===== src/rtl/perf_counter_unit_pkg.sv =====
// Shared definitions for the performance-monitor block.
// Holds the core geometry (threads, ALU lanes, field widths), the counter
// address map used by the shadow read port, and the ALU op-code constants
// that classify a dispatched lane as an instruction and/or a taken branch.
package perf_counter_unit_pkg;

    localparam int NUM_THREADS = 4;
    localparam int NUM_ALUS    = 4;
    localparam int TID_W       = 3;
    localparam int OH_W        = 7;
    localparam int CNT_W       = 32;
    localparam int ADDR_W      = 4;

    // Per-thread increment can reach NUM_ALUS when every lane carries one thread.
    localparam int INC_W   = $clog2(NUM_ALUS + 1);
    // Cycle counter plus an instruction and a branch counter per thread.
    localparam int NUM_CNT = 2 * NUM_THREADS + 1;

    // Address map; the counter index equals its read address and its
    // bit position in the overflow vector.
    localparam int PERF_ADDR_CYCLES    = 0;
    localparam int PERF_ADDR_INST_BASE = 1;
    localparam int PERF_ADDR_BR_BASE   = 2;
    localparam int PERF_ADDR_STRIDE    = 2;
    localparam int PERF_ADDR_OVF       = 9;

    localparam logic [OH_W-1:0] OH_NOP   = 7'd0;
    localparam logic [OH_W-1:0] OH_JAL   = 7'd3;
    localparam logic [OH_W-1:0] OH_JALR  = 7'd4;
    localparam logic [OH_W-1:0] OH_BR_LO = 7'd5;
    localparam logic [OH_W-1:0] OH_BR_HI = 7'd10;

    typedef logic [CNT_W-1:0] cnt_t;

    // jal/jalr always redirect; conditional branches only when the condition held.
    function automatic logic is_taken_br(input logic [OH_W-1:0] oh, input logic jump_en);
        return (oh == OH_JAL) || (oh == OH_JALR) ||
               ((oh >= OH_BR_LO) && (oh <= OH_BR_HI) && jump_en);
    endfunction

endpackage


===== src/rtl/perf_counter_unit_sat_counter.sv =====
// Saturating event counter with a sticky overflow flag.
// Ports:
//   clk, rst      clock and synchronous active-low reset
//   clear_i       zero count and overflow flag (beats freeze_i)
//   freeze_i      hold the count
//   inc_i         amount to add this cycle
//   count_o       current count, never wraps
//   ovf_o         set once an increment would have exceeded the maximum
module perf_sat_counter #(
    parameter int CNT_W = 32,
    parameter int INC_W = 3
) (
    input  logic             clk,
    input  logic             rst,
    input  logic             clear_i,
    input  logic             freeze_i,
    input  logic [INC_W-1:0] inc_i,
    output logic [CNT_W-1:0] count_o,
    output logic             ovf_o
);

    logic [CNT_W-1:0] cnt_q, cnt_d;
    logic             ovf_q, ovf_d;
    logic [CNT_W:0]   sat_res;

    // Returns {overflowed, saturated sum}.
    function automatic logic [CNT_W:0] sat_add(input logic [CNT_W-1:0] a,
                                               input logic [INC_W-1:0] b);
        logic [CNT_W:0] sum;
        sum = {1'b0, a} + (CNT_W+1)'(b);
        if (sum[CNT_W]) begin
            return {1'b1, {CNT_W{1'b1}}};
        end
        return sum;
    endfunction

    always_comb begin
        sat_res = sat_add(cnt_q, inc_i);
        cnt_d   = cnt_q;
        ovf_d   = ovf_q;
        if (clear_i) begin
            cnt_d = '0;
            ovf_d = 1'b0;
        end else if (!freeze_i) begin
            cnt_d = sat_res[CNT_W-1:0];
            ovf_d = ovf_q | sat_res[CNT_W];
        end
    end

    always_ff @(posedge clk) begin
        if (!rst) begin
            cnt_q <= '0;
            ovf_q <= 1'b0;
        end else begin
            cnt_q <= cnt_d;
            ovf_q <= ovf_d;
        end
    end

    assign count_o = cnt_q;
    assign ovf_o   = ovf_q;

endmodule


===== src/rtl/perf_counter_unit.sv =====
// Performance monitor downstream of EX dispatch.
// Counts cycles plus per-thread retired instructions and taken branches,
// snapshots them atomically into shadow registers and serves the shadows
// through a one-cycle-latency read port.
// Ports:
//   clk, rst                       clock, synchronous active-low reset
//   lane_tid/lane_oh/lane_jump_en  per-lane dispatch observation
//   freeze, clear, snap            live-counter control
//   rd_req, rd_addr                shadow read request
//   rd_valid, rd_data              registered read response
//   ovf                            OR of live sticky overflow flags
module perf_counter_unit
    import perf_counter_unit_pkg::*;
(
    input  logic                           clk,
    input  logic                           rst,
    input  logic [NUM_ALUS-1:0][TID_W-1:0] lane_tid,
    input  logic [NUM_ALUS-1:0][OH_W-1:0]  lane_oh,
    input  logic [NUM_ALUS-1:0]            lane_jump_en,
    input  logic                           freeze,
    input  logic                           clear,
    input  logic                           snap,
    input  logic                           rd_req,
    input  logic [ADDR_W-1:0]              rd_addr,
    output logic                           rd_valid,
    output logic [CNT_W-1:0]               rd_data,
    output logic                           ovf
);

    logic [INC_W-1:0] inst_inc [NUM_THREADS];
    logic [INC_W-1:0] br_inc   [NUM_THREADS];
    cnt_t             live_cnt [NUM_CNT];
    logic [NUM_CNT-1:0] live_ovf;
    cnt_t             shadow_q [NUM_CNT];
    logic [NUM_CNT-1:0] shadow_ovf_q;
    cnt_t             rd_word;
    logic             rd_valid_q;
    cnt_t             rd_data_q;

    // A bubble tid (>= NUM_THREADS) never matches any thread index.
    always_comb begin
        for (int t = 0; t < NUM_THREADS; t++) begin
            inst_inc[t] = '0;
            br_inc[t]   = '0;
        end
        for (int t = 0; t < NUM_THREADS; t++) begin
            for (int a = 0; a < NUM_ALUS; a++) begin
                if (lane_tid[a] == TID_W'(t)) begin
                    if (lane_oh[a] != OH_NOP) begin
                        inst_inc[t] = inst_inc[t] + INC_W'(1);
                    end
                    if (is_taken_br(lane_oh[a], lane_jump_en[a])) begin
                        br_inc[t] = br_inc[t] + INC_W'(1);
                    end
                end
            end
        end
    end

    perf_sat_counter #(.CNT_W(CNT_W), .INC_W(1)) u_cyc (
        .clk      (clk),
        .rst      (rst),
        .clear_i  (clear),
        .freeze_i (freeze),
        .inc_i    (1'b1),
        .count_o  (live_cnt[PERF_ADDR_CYCLES]),
        .ovf_o    (live_ovf[PERF_ADDR_CYCLES])
    );

    for (genvar t = 0; t < NUM_THREADS; t++) begin : g_thr
        perf_sat_counter #(.CNT_W(CNT_W), .INC_W(INC_W)) u_inst (
            .clk      (clk),
            .rst      (rst),
            .clear_i  (clear),
            .freeze_i (freeze),
            .inc_i    (inst_inc[t]),
            .count_o  (live_cnt[PERF_ADDR_INST_BASE + PERF_ADDR_STRIDE*t]),
            .ovf_o    (live_ovf[PERF_ADDR_INST_BASE + PERF_ADDR_STRIDE*t])
        );
        perf_sat_counter #(.CNT_W(CNT_W), .INC_W(INC_W)) u_br (
            .clk      (clk),
            .rst      (rst),
            .clear_i  (clear),
            .freeze_i (freeze),
            .inc_i    (br_inc[t]),
            .count_o  (live_cnt[PERF_ADDR_BR_BASE + PERF_ADDR_STRIDE*t]),
            .ovf_o    (live_ovf[PERF_ADDR_BR_BASE + PERF_ADDR_STRIDE*t])
        );
    end

    // Shadows sample the register outputs, i.e. the values before this
    // cycle's update, so a snap alongside clear keeps the pre-clear counts.
    always_ff @(posedge clk) begin
        if (!rst) begin
            for (int i = 0; i < NUM_CNT; i++) begin
                shadow_q[i] <= '0;
            end
            shadow_ovf_q <= '0;
        end else if (snap) begin
            for (int i = 0; i < NUM_CNT; i++) begin
                shadow_q[i] <= live_cnt[i];
            end
            shadow_ovf_q <= live_ovf;
        end
    end

    always_comb begin
        rd_word = '0;
        for (int i = 0; i < NUM_CNT; i++) begin
            if (rd_addr == ADDR_W'(i)) begin
                rd_word = shadow_q[i];
            end
        end
        if (rd_addr == ADDR_W'(PERF_ADDR_OVF)) begin
            rd_word = CNT_W'(shadow_ovf_q);
        end
    end

    // Reading the old shadow here gives a same-cycle snap+read the previous value.
    always_ff @(posedge clk) begin
        if (!rst) begin
            rd_valid_q <= 1'b0;
            rd_data_q  <= '0;
        end else begin
            rd_valid_q <= rd_req;
            if (rd_req) begin
                rd_data_q <= rd_word;
            end
        end
    end

    assign rd_valid = rd_valid_q;
    assign rd_data  = rd_data_q;
    assign ovf      = |live_ovf;

endmodule


===== config.mk =====
export PLATFORM = sky130hd
export DESIGN_NAME = perf_counter_unit
export DESIGN_NICKNAME = d
export VERILOG_FILES = /design/src/rtl/perf_counter_unit_pkg.sv /design/src/rtl/perf_counter_unit_sat_counter.sv /design/src/rtl/perf_counter_unit.sv
export SDC_FILE = /design/constraint.sdc
export NUM_CORES = 1
export LEC_CHECK = 0
export BUFFER_PORTS_ARGS = -buffer_cell sky130_fd_sc_hd__buf_2
export CORE_UTILIZATION = 65
export CTS_BUF_LIST = sky130_fd_sc_hd__clkbuf_8
export DETAILED_ROUTE_END_ITERATION = 8
export GPL_TIMING_DRIVEN = 1
export PLACE_DENSITY = 0.92
export SYNTH_ARGS = -nofsm -noshare
export SYNTH_HDL_FRONTEND = slang
export SYNTH_SLANG_ARGS = --single-unit
export TNS_END_PERCENT = 20

===== constraint.sdc =====
create_clock -name clk -period 11.2 [get_ports clk]
set_clock_uncertainty 0.2 [all_clocks]
set_input_delay 2.24 -clock clk [delete_from_list [all_inputs] [get_ports clk]]
set_output_delay 2.24 -clock clk [all_outputs]
set_load 0.01 [all_outputs]

# Word level (Yosys, flattened, before mapping)
# Memory sizes are Yosys's and may differ from the RTL's.
# Index checks and enable logic that the tools add are counted.
# classes
reduce_logical,27
add_sub_neg,33
n_eq_ne,29
order_cmp,8
n_mux,108
bitwise_logic,19
# ops
operator,count
32-bit 2-to-1 mux,19
33-bit 2-to-1 mux,18
32-bit by 3-bit adder with 33-bit output,8
3-bit 2-to-1 mux,52
"3-bit by 1-bit adder with 3-bit output, second input constant",24
"32-bit by 1-bit adder with 33-bit output, second input constant",1
"7-bit by 2-bit equality test with 1-bit output, second input constant",4
"7-bit by 3-bit equality test with 1-bit output, second input constant",4
"7-bit by 3-bit >= comparator with 1-bit output, second input constant",4
"7-bit by 4-bit less-or-equal comparator with 1-bit output, second input constant",4
7-bit nonzero test,4
"3-bit by 2-bit equality test with 1-bit output, second input constant",8
1-bit 2-to-1 mux,19
1-bit bitwise OR,18
"4-bit by 3-bit equality test with 1-bit output, second input constant",4
"3-bit by 1-bit equality test with 1-bit output, second input constant",4
3-bit logical NOT,4
9-bit OR reduction,1
"4-bit by 2-bit equality test with 1-bit output, second input constant",2
"4-bit equality test, second input constant",2
1-bit logical AND,8
1-bit logical OR,8
"4-bit by 1-bit equality test with 1-bit output, second input constant",1
4-bit logical NOT,1
2 further kinds,2
# word_totals
ram_bits,288
word_cells,246
out_inout_bits,34
register_bits,339
mem_count,1
# mem_list
name,words,width,read_ports,rd_clocked_by_memory_dff,write_ports,line_no,source
shadow_q,9,32,9,0,9,perf_counter_unit.sv:34,cnt_t shadow_q [NUM_CNT];

# Longest topological paths before layout
# Gate-level depths: netlist (run 1).
# depth
ltp_word,19
mapped_depth,23

# Cells and area by module
# From an unflattened synthesis (run 1), not the netlist that was laid out.
# hier_totals
cells_unflattened,3127
hier_area_um2,32899.1
# by_module_without_submodules
module,cells_per_inst,area_per_inst_um2,instances
perf_counter_unit,1436,16753.6,1
perf_sat_counter at g_thr[0].u_br ...,186,1795.5,8
perf_sat_counter at u_cyc,203,1781.7,1

# Worst setup path before layout (run 1)
# No wires, ideal clock.
# synth_timing
path_type,input to register
startpoint,input port snap
endpoint,"memory shadow_q[0][0] (netlist name), enable pin"
path_slack_ps,627
t_arrival_ps,9671
setup_ps,702
path_stages,3
cell_sequence,clkbuf_1 > clkbuf_1 > nand2b_1
# synth_lines
element,line_no,source
from (decl),perf_counter_unit.sv:22,"input logic snap,"
to (decl),perf_counter_unit.sv:34,

# Worst setup path after layout (run 1)
# layout_timing
startpoint,input port lane_oh[2] (netlist name)
endpoint,register g_thr[0].u_br.cnt_q[9]
# layout_between
elab_chain_len,18
elab_cells_between_ends,22
# layout_rtl
element,line_no,source
from (decl),perf_counter_unit.sv:18,"input logic [NUM_ALUS-1:0][OH_W-1:0] lane_oh,"
7-bit by 3-bit >= comparator with 1-bit output or 7-bit by 4-bit less-or-equal comparator with 1-bit output (tied branches),perf_counter_unit_pkg.sv:38,((oh >= OH_BR_LO) && (oh <= OH_BR_HI) && jump_en);
1-bit logical AND (2 in series),perf_counter_unit_pkg.sv:38,
1-bit logical OR *,perf_counter_unit_pkg.sv:37,return (oh == OH_JAL) || (oh == OH_JALR) ||
1-bit 2-to-1 mux *,perf_counter_unit.sv:52,"if (is_taken_br(lane_oh[a], lane_jump_en[a])) begin"
1-bit 2-to-1 mux *,perf_counter_unit.sv:48,if (lane_tid[a] == TID_W'(t)) begin
3-bit by 1-bit adder with 3-bit output,perf_counter_unit.sv:53,br_inc[t] = br_inc[t] + INC_W'(1);
3-bit 2-to-1 mux,perf_counter_unit.sv:52,
3-bit 2-to-1 mux *,perf_counter_unit.sv:48,
3-bit by 1-bit adder with 3-bit output,perf_counter_unit.sv:53,
3-bit 2-to-1 mux,perf_counter_unit.sv:52,
3-bit 2-to-1 mux *,perf_counter_unit.sv:48,
3-bit by 1-bit adder with 3-bit output,perf_counter_unit.sv:53,
3-bit 2-to-1 mux,perf_counter_unit.sv:52,
3-bit 2-to-1 mux *,perf_counter_unit.sv:48,
32-bit by 3-bit adder with 33-bit output *,perf_counter_unit_sat_counter.sv:30,"sum = {1'b0, a} + (CNT_W+1)'(b);"
1-bit 2-to-1 mux,perf_counter_unit_sat_counter.sv:31,if (sum[CNT_W]) begin
33-bit 2-to-1 mux *,perf_counter_unit_sat_counter.sv:34,return sum;
to (signal assigned),perf_counter_unit_sat_counter.sv:55,cnt_q <= cnt_d;
to (decl),perf_counter_unit_sat_counter.sv:22,"logic [CNT_W-1:0] cnt_q, cnt_d;"
# Every way passes the cells marked *; elsewhere a longest branch is shown, timed or not.
# A chain may end at the register's enable or synchronous reset.

==> metrics.txt, run 1 <==
number of global-route vias before repair=23,000; Synth-to-Final Area Change=8.69%; I/O pins=88; Syn Inst Count=2,994; GRT Util Overall=35.3%; Syn Std Cell Area=30,400 sq um; nets@finish=3,120; Cell Rows=78; DR vias=24,700; final worst path period need=6.94 ns; Starting Density=66.5%; GRT met1 Usage=48.7%; full die area=47,700 sq um; placed insts=3,509; hold buffers post-CTS=0; Root Driver=clkbuf_8; Synth area leaders=edfxtp_1 28%, dfxtp_1 22%, and3_1 7.1%; CP Launch Type=primary input; Slew headroom=5.93%; Die X=218 microns; sequential share of the synthesized area=50.7%; status=completed; initial antenna violation count=3; CP Cell Sequence=buf_2, or3b_1, a21oi_2, o31ai_4, nor2_1, ha_1, nand2_1, o31ai_4, ha_1, mux2_4, ha_1, mux2i_1, fa_1, nor2b_1, o2111ai_1, nor3_1, buf_4, nand3_1, a21oi_1; top cell type's share of synthesized area=28.4%; Worst VDD drop=0.113 mV; initial DRC count=3,174; Max-cap violations=0; clk sinks=627; DR vias/cell=6.69; Slowest-stage cell, CP=nand3_1; syn nets=3,105; Syn Area/Cell=10.2 sq um; Final ANT Viol Nets=0; distinct cell type count after synthesis=88; Worst path top cell family by delay=simple AND/OR/NAND/NOR gates; post-DP HPWL=56,800 microns; first-pass GRT wire length=130,000 microns; gr busiest metal=met2; setup bufs post-CTS=0; post-cts sizing count=0; Final Hold Viols=0; Top FF cell, synth=dfxtp_1; Post-synth EDFFs=288; Worst Path Buf+Inv=2; Yosys top cell by area=edfxtp_1; yosys warns=0; Final period util=62.0%; critical path capture point type=register; TritonRoute pass-1 iters=6; pin count of the biggest net entering global routing=187; total CTS buffers=98; Fin Setup TNS=0 ns; core area=45,800 sq um; met2 Resource Use GR=52.4%; Clock H-tree levels=3; worst slew pin tran=1.40 ns; share of cells above drive strength 1=11.1%; final setup fails=0; Fmax=144 MHz; leakage=0.0134 uW; synth cell count leaders=346 x and3_1, 339 x dfxtp_1, 320 x a21oi_1, 288 x edfxtp_1, 170 x nand2_1; HP Class=register to register; crit-path max FO=22; most frequent cell after synthesis=and3_1; Worst Path Required=11.61 ns; CP max stage delay=0.69 ns; DR WL/cell=23.0 microns; max-slew violation count=0; GR Util met3=7.59%; Max clock buf depth=3; crit path kind=primary input to register; # DRC=0; clock-pin slew on the worst setup and hold paths=0.07 ns; total gr overflow=0; Cell Pwr Density=143 nW/um^2; Post-synth ARST share=0%; Critical Path AT=7.35 ns; Top cell by count, worst path=ha_1; IO Port Bufs=87; synthesis-stage register bit count=627; RSZ-0062 raised after global routing=no; Final Instance Count excl. Fillers=3,696; GP Congestion=1.03; Detailed Route WL=85,000 microns; CTS tree=done; die height=218 microns; clk_lat worst skew=0.74 ns
[cells by family (layout without fill, tap and decap cells)]
group | after synthesis | after routing | share of synthesized area [%]
xor gates and xnor gates | 233 | 233 | 6.78
other | 0 | 1 | 0
buffers and inverters | 247 | 348 | 3.25
and+or+nand+nor | 1121 | 1121 | 20.8
muxes | 100 | 100 | 3.76
DFF | 627 | 627 | 50.7
AOI/OAI and AO/OA | 609 | 609 | 12.1
adders and majority gates | 57 | 57 | 2.54
[final cells by class]
cell class                      count  area (sq um)
Clock buffer                      115          1580
Sequential cell                   627         15400
Fill cell                        3057         12700
Timing Repair Buffer              111           643
Multi-Input combinational cell   2120         14000
Tap cell                          600           751
Inverter                           51           191
Antenna cell                        1          2.50
Clock inverter                     71           427
[layer usage]
layer,wire length [microns],up-vias
met4,4050,2
met5,13,-
met2,37500,1581
li1,-,11100
met3,10100,226
met1,33400,11800
[power by group]
group / switching [uW] / internal, uW / total, uW
combinational: 194 / 72.2 / 267
sequential: 32.4 / 2450 / 2480
clock: 947 / 1020 / 1960
total: 1170 / 3540 / 4710
[registers in the layout, indices dropped and copies added, names as in the netlist]
register              flops
u_cyc.ovf_o               1
g_thr.u_br.ovf_o          4
g_thr.u_br.count_o      128
shadow_q                288
rd_data                  32
g_thr.u_inst.count_o    128
g_thr.u_inst.ovf_o        4
shadow_ovf_q              9
u_cyc.count_o            32
rd_valid                  1
[worst reg2reg max path: stages, from the launching register on]
cell and delay (ns):
dfxtp_1 0.35, ha_1 0.21, fa_1 0.23, a21oi_1 0.15, nor3_2 0.25, nand4_1 0.34
nor2b_1 0.36, nand3_1 0.89, a21oi_1 0.45
[cell usage in the layout (no fill, tap or decap), drive strengths merged, types with 8 or more instances in the layout]
cell | netlist | routed
edfxtp | 288 | 288
a31oi | 26 | 26
a221oi | 19 | 19
or3 | 12 | 12
and2 | 29 | 29
nor3 | 63 | 63
o31ai | 12 | 12
mux2 | 30 | 30
mux2i | 64 | 64
inv | 50 | 92
a21oi | 321 | 321
a22oi | 24 | 24
nor3b | 11 | 11
nor2 | 163 | 163
o2bb2ai | 19 | 19
nand4 | 70 | 70
o21ai | 99 | 99
and3 | 346 | 346
nand3 | 108 | 108
clkinv | 1 | 27
xnor2 | 74 | 74
nor2b | 27 | 27
and4 | 41 | 41
nand2b | 24 | 24
xor2 | 159 | 159
fa | 8 | 8
nand2 | 171 | 171
ha | 49 | 49
buf | 44 | 111
dfxtp | 339 | 339
o22ai | 19 | 19
nor4 | 18 | 18
clkbuf | 152 | 115
[through the flow]
step                      cell area [sq um]  utilization, %  worst slack, ns  total power (uW)  hold WS, ns
after global routing                  33100            72.2             3.94              4840        0.318
final                                 33100            72.2             4.26              4710        0.273
after floorplan                       30400               -            0.627              2690        0.238
after CTS                             33100            72.2             4.37              4700        0.275
after detailed placement              31100            67.9             3.65              2790        0.265
after global placement                31100            67.9             3.81              2780        0.253
[path summary, 6_finish.rpt]
| check | from | to | slack (ns) | cells after the start |
|---|---|---|---|---|
| worst min-delay path | g_thr[3].u_br.ovf_o | g_thr[3].u_br.ovf_o | 0.27 | 2 |
| worst min register to register | g_thr[3].u_br.ovf_o | g_thr[3].u_br.ovf_o | 0.27 | 2 |
| worst max-delay path | lane_oh[2] | g_thr[0].u_br.count_o[9] | 4.26 | 19 |
| worst max register to register | g_thr[3].u_inst.count_o[0] | g_thr[3].u_inst.count_o[4] | 7.65 | 8 |
(Power assumes the default switching activity.)
==> run 2: changes to the inputs <==
Settings changed: ABC_AREA set to 1, CORE_UTILIZATION 65 to 59, PLACE_DENSITY 0.92 to 0.88.
Clock period 11.2 ns to 6 ns, I/O delays scaled along.
==> run 2 against run 1 <==
  * Combinational power increased by 61%
  * Core utilization decreased by 6.8 points
  * Design area increased by 14%
  * Largest cell class is now multi-input combinational cells
  * Register-to-register slack got worse by 4.6 ns
  * First-iteration DRC count increased by 40%
  * Hold slack got worse by 0.0063 ns
  * Area after synthesis increased by 14%
  * Setup slack got worse by 3.3 ns
  * Flip-flop and latch count unchanged
  * Critical endpoint is now g_thr[0].u_br.count_o[26]
  * Die area increased by 25%
  * Sequential power increased by 85%
  * Wire length increased by 26%
==> metrics.txt, run 2 <==
Yosys top cell by area=edfxtp_1; Worst R2R Path Depth=9 (+1); Starting Density=59.8% (-6.7 points); clk_lat worst skew=0.77 ns (+0.03 ns); post-place instance area=35,600 sq um (+15%); setup slack after layout=0.959 ns (-3.30 ns); Worst Path Buf+Inv=5 (+3); worst r2r src=u_cyc.count_o[0]; DR WL/cell=18.7 microns (-19%); share of cells above drive strength 1=8.48% (-2.6 points); Syn Area/Cell=7.20 sq um (-29%); TritonRoute pass-1 iters=6 (unchanged); Top FF cell, synth=dfxtp_1; Max clock buf depth=3 (unchanged); Min-Delay Endpoint=rd_data[28]; post-synthesis mux area share=0.0978% (-3.7 points); clock-pin slew on the worst setup and hold paths=0.07 ns (about the same); # DRC=0 (unchanged); Synth-to-Final Area Change=9.49%; largest reg by FF count=shadow_q; simple-gate portion of the synthesized area=34.0% (+13 points); Critical Path AT=5.52 ns (-1.83 ns); total CTS buffers=105 (+7.1%); Final Hold Viols=0 (unchanged); Root Driver=clkbuf_8; top cell type's share of synthesized area=25.0% (-3.4 points); total gr overflow=0 (unchanged); Cell Pwr Density=239 nW/um^2 (+68%); Clock H-tree levels=3 (unchanged); HP Class=register to register; post-cts sizing count=0 (unchanged); CTS tree=done; Worst VDD drop=0.229 mV (+100%); RSZ-0062 raised after global routing=no; most frequent cells in the layout=1,272 x nand2_1, 772 x nor2_1, 630 x inv_1; most frequent cell after synthesis=nand2_1; core area=57,800 sq um (+26%); Worst Hold Depth=2 (unchanged); Worst path top cell family by delay=simple AND/OR/NAND/NOR gates; syn nets=4,914 (+58%); Synth Area in Compound Gates=6.72% (-5.4 points); commonest non-fill, non-tap cell in the layout=nand2_1; distinct cell type count after synthesis=48 (-45%); hold buffers post-CTS=0 (unchanged); Slowest-stage cell, CP=fa_1; sequential share of the synthesized area=44.7% (-6.1 points); crit-path max FO=19 (-14%); GP Congestion=1.05 (+2.4%); R2R setup slack=3.02 ns (-4.63 ns); crit path kind=primary input to register; number of global-route vias before repair=30,000 (+30%); CP Launch Type=primary input; Worst Path Required=6.48 ns (-5.13 ns); Max-cap violations=0 (unchanged); pin count of the biggest net entering global routing=106 (-43%); Top cell by count, worst path=nand2_1; full die area=59,500 sq um (+25%); XOR/XNOR share of the synthesized area=3.37% (-3.4 points); initial antenna violation count=4 (+1); post-DP HPWL=78,300 microns (+38%); Syn Std Cell Area=34,600 sq um (+14%); Fmax=198 MHz; main combinational cell family by area after synthesis=simple AND/OR/NAND/NOR gates; yosys warns=0 (unchanged); Final Instance Count excl. Fillers=5,733 (+55%); placed insts=5,530 (+58%); initial DRC count=4,429 (+40%); synth cell count leaders=1,273 x nand2_1, 778 x nor2_1, 596 x inv_1, 346 x nand3_1, 339 x dfxtp_1; CP max stage delay=0.43 ns (-0.26 ns); Cell Rows=88 (+13%); nets@finish=4,983 (+60%); DR vias/cell=5.78 (-14%); Detailed Route WL=107,000 microns (+26%); critical path capture point type=register; final instance area=37,800 sq um (+14%); r2r endpoint=u_cyc.count_o[9]; Hold Slack=0.267 ns (-0.00627 ns); final setup fails=0 (unchanged); max-slew violation count=0 (unchanged); GRT Util Overall=35.6% (+0.28 points); first-pass GRT wire length=167,000 microns (+28%); Post-synth ARST share=0% (unchanged); synthesis-stage register bit count=627 (unchanged); DR vias=33,200 (+34%); die height=244 microns (+12%); Post-synth EDFFs=288 (unchanged); Min-Delay Startpoint=rd_data[28]; Synth area leaders=edfxtp_1 25%, dfxtp_1 20%, nand2_1 14%; Die X=244 microns (+12%); status=completed; worst slew pin tran=1.20 ns (-0.202 ns); I/O pins=88 (unchanged); Syn Inst Count=4,803 (+60%); post-synthesis adder-cell area fraction=2.24% (-0.30 points); final worst path period need=5.04 ns; IO Port Bufs=87 (unchanged); leakage=0.0145 uW (+8.3%); Fin Setup TNS=0 ns (unchanged); Final period util=84.0%; setup bufs post-CTS=0 (unchanged); Final ANT Viol Nets=0 (unchanged); pre-CTS setup slack=0.277 ns (-3.37 ns); Slew headroom=20.0% (+14 points); clk sinks=627 (unchanged); max FFs per register=288 (unchanged)
## run 2: logic make-up (layout without fill, tap and decap cells)
family	after synthesis	after routing
other	0	3
AND/OR/NAND/NOR	2750	2750
multiplexers	3	3
XOR/XNOR	133	133
flip-flops	627	627
adder cells (fa/ha/maj)	57	57
AO/OA/AOI/OAI	433	433
buffers and inverters	800	962
## run 2: metal layers
metal / global-route usage (%) / up-vias / wire [microns]
li1: - / 15600 / -
met1: 50.6 / 15400 / 44300
met2: 53.2 / 1949 / 45900
met3: 7.27 / 254 / 13100
met4: 13.9 / 2 / 4190
met5: 0 / - / 8
## run 2: worst max path at each step
stage | start | endpoint | slack (ns) | depth (start not counted)
3_3_place_gp | lane_oh[0] | g_thr[0].u_br.count_o[26] | 0.45 | 28
5_1_grt | lane_oh[12] | g_thr[0].u_br.count_o[12] | 0.62 | 26
4_1_cts | lane_oh[12] | g_thr[1].u_inst.ovf_o | 1.03 | 23
3_5_place_dp | lane_oh[12] | g_thr[1].u_inst.ovf_o | 0.28 | 23
6_report | lane_oh[0] | g_thr[0].u_br.count_o[26] | 0.96 | 28
2_1_floorplan | lane_oh[12] | g_thr[0].u_inst.count_o[29] | 1.08 | 21
## run 2: per-stage QoR
step | total power [uW] | utilization [%]
floorplan | 4930 | -
global placement | 5090 | 61.6
detailed placement | 5100 | 61.6
CTS | 9050 | 65.4
global route | 9290 | 65.5
finish | 9050 | 65.5
## run 2: power breakdown
| group | switching, uW | internal [uW] |
|---|---|---|
| Clock | 1890 | 2140 |
| Combinational | 328 | 101 |
| Sequential | 51.8 | 4550 |
| Total | 2270 | 6780 |
## run 2: cell type report
| class | instances | area, sq um |
|---|---|---|
| tap | 765 | 957 |
| sequential | 627 | 15400 |
| clock inverter | 81 | 557 |
| multi-input combinational | 3376 | 16100 |
| timing repair buffer | 122 | 763 |
| clock buffer | 119 | 1640 |
| fill | 4949 | 20000 |
| antenna | 3 | 7.51 |
| inverter | 640 | 2410 |
## run 2: tightest hold or removal path, stage by stage, from the launching register on
cell and delay [ns]:
dfxtp_1 0.31, nand2_1 0.06, a21oi_1 0.06
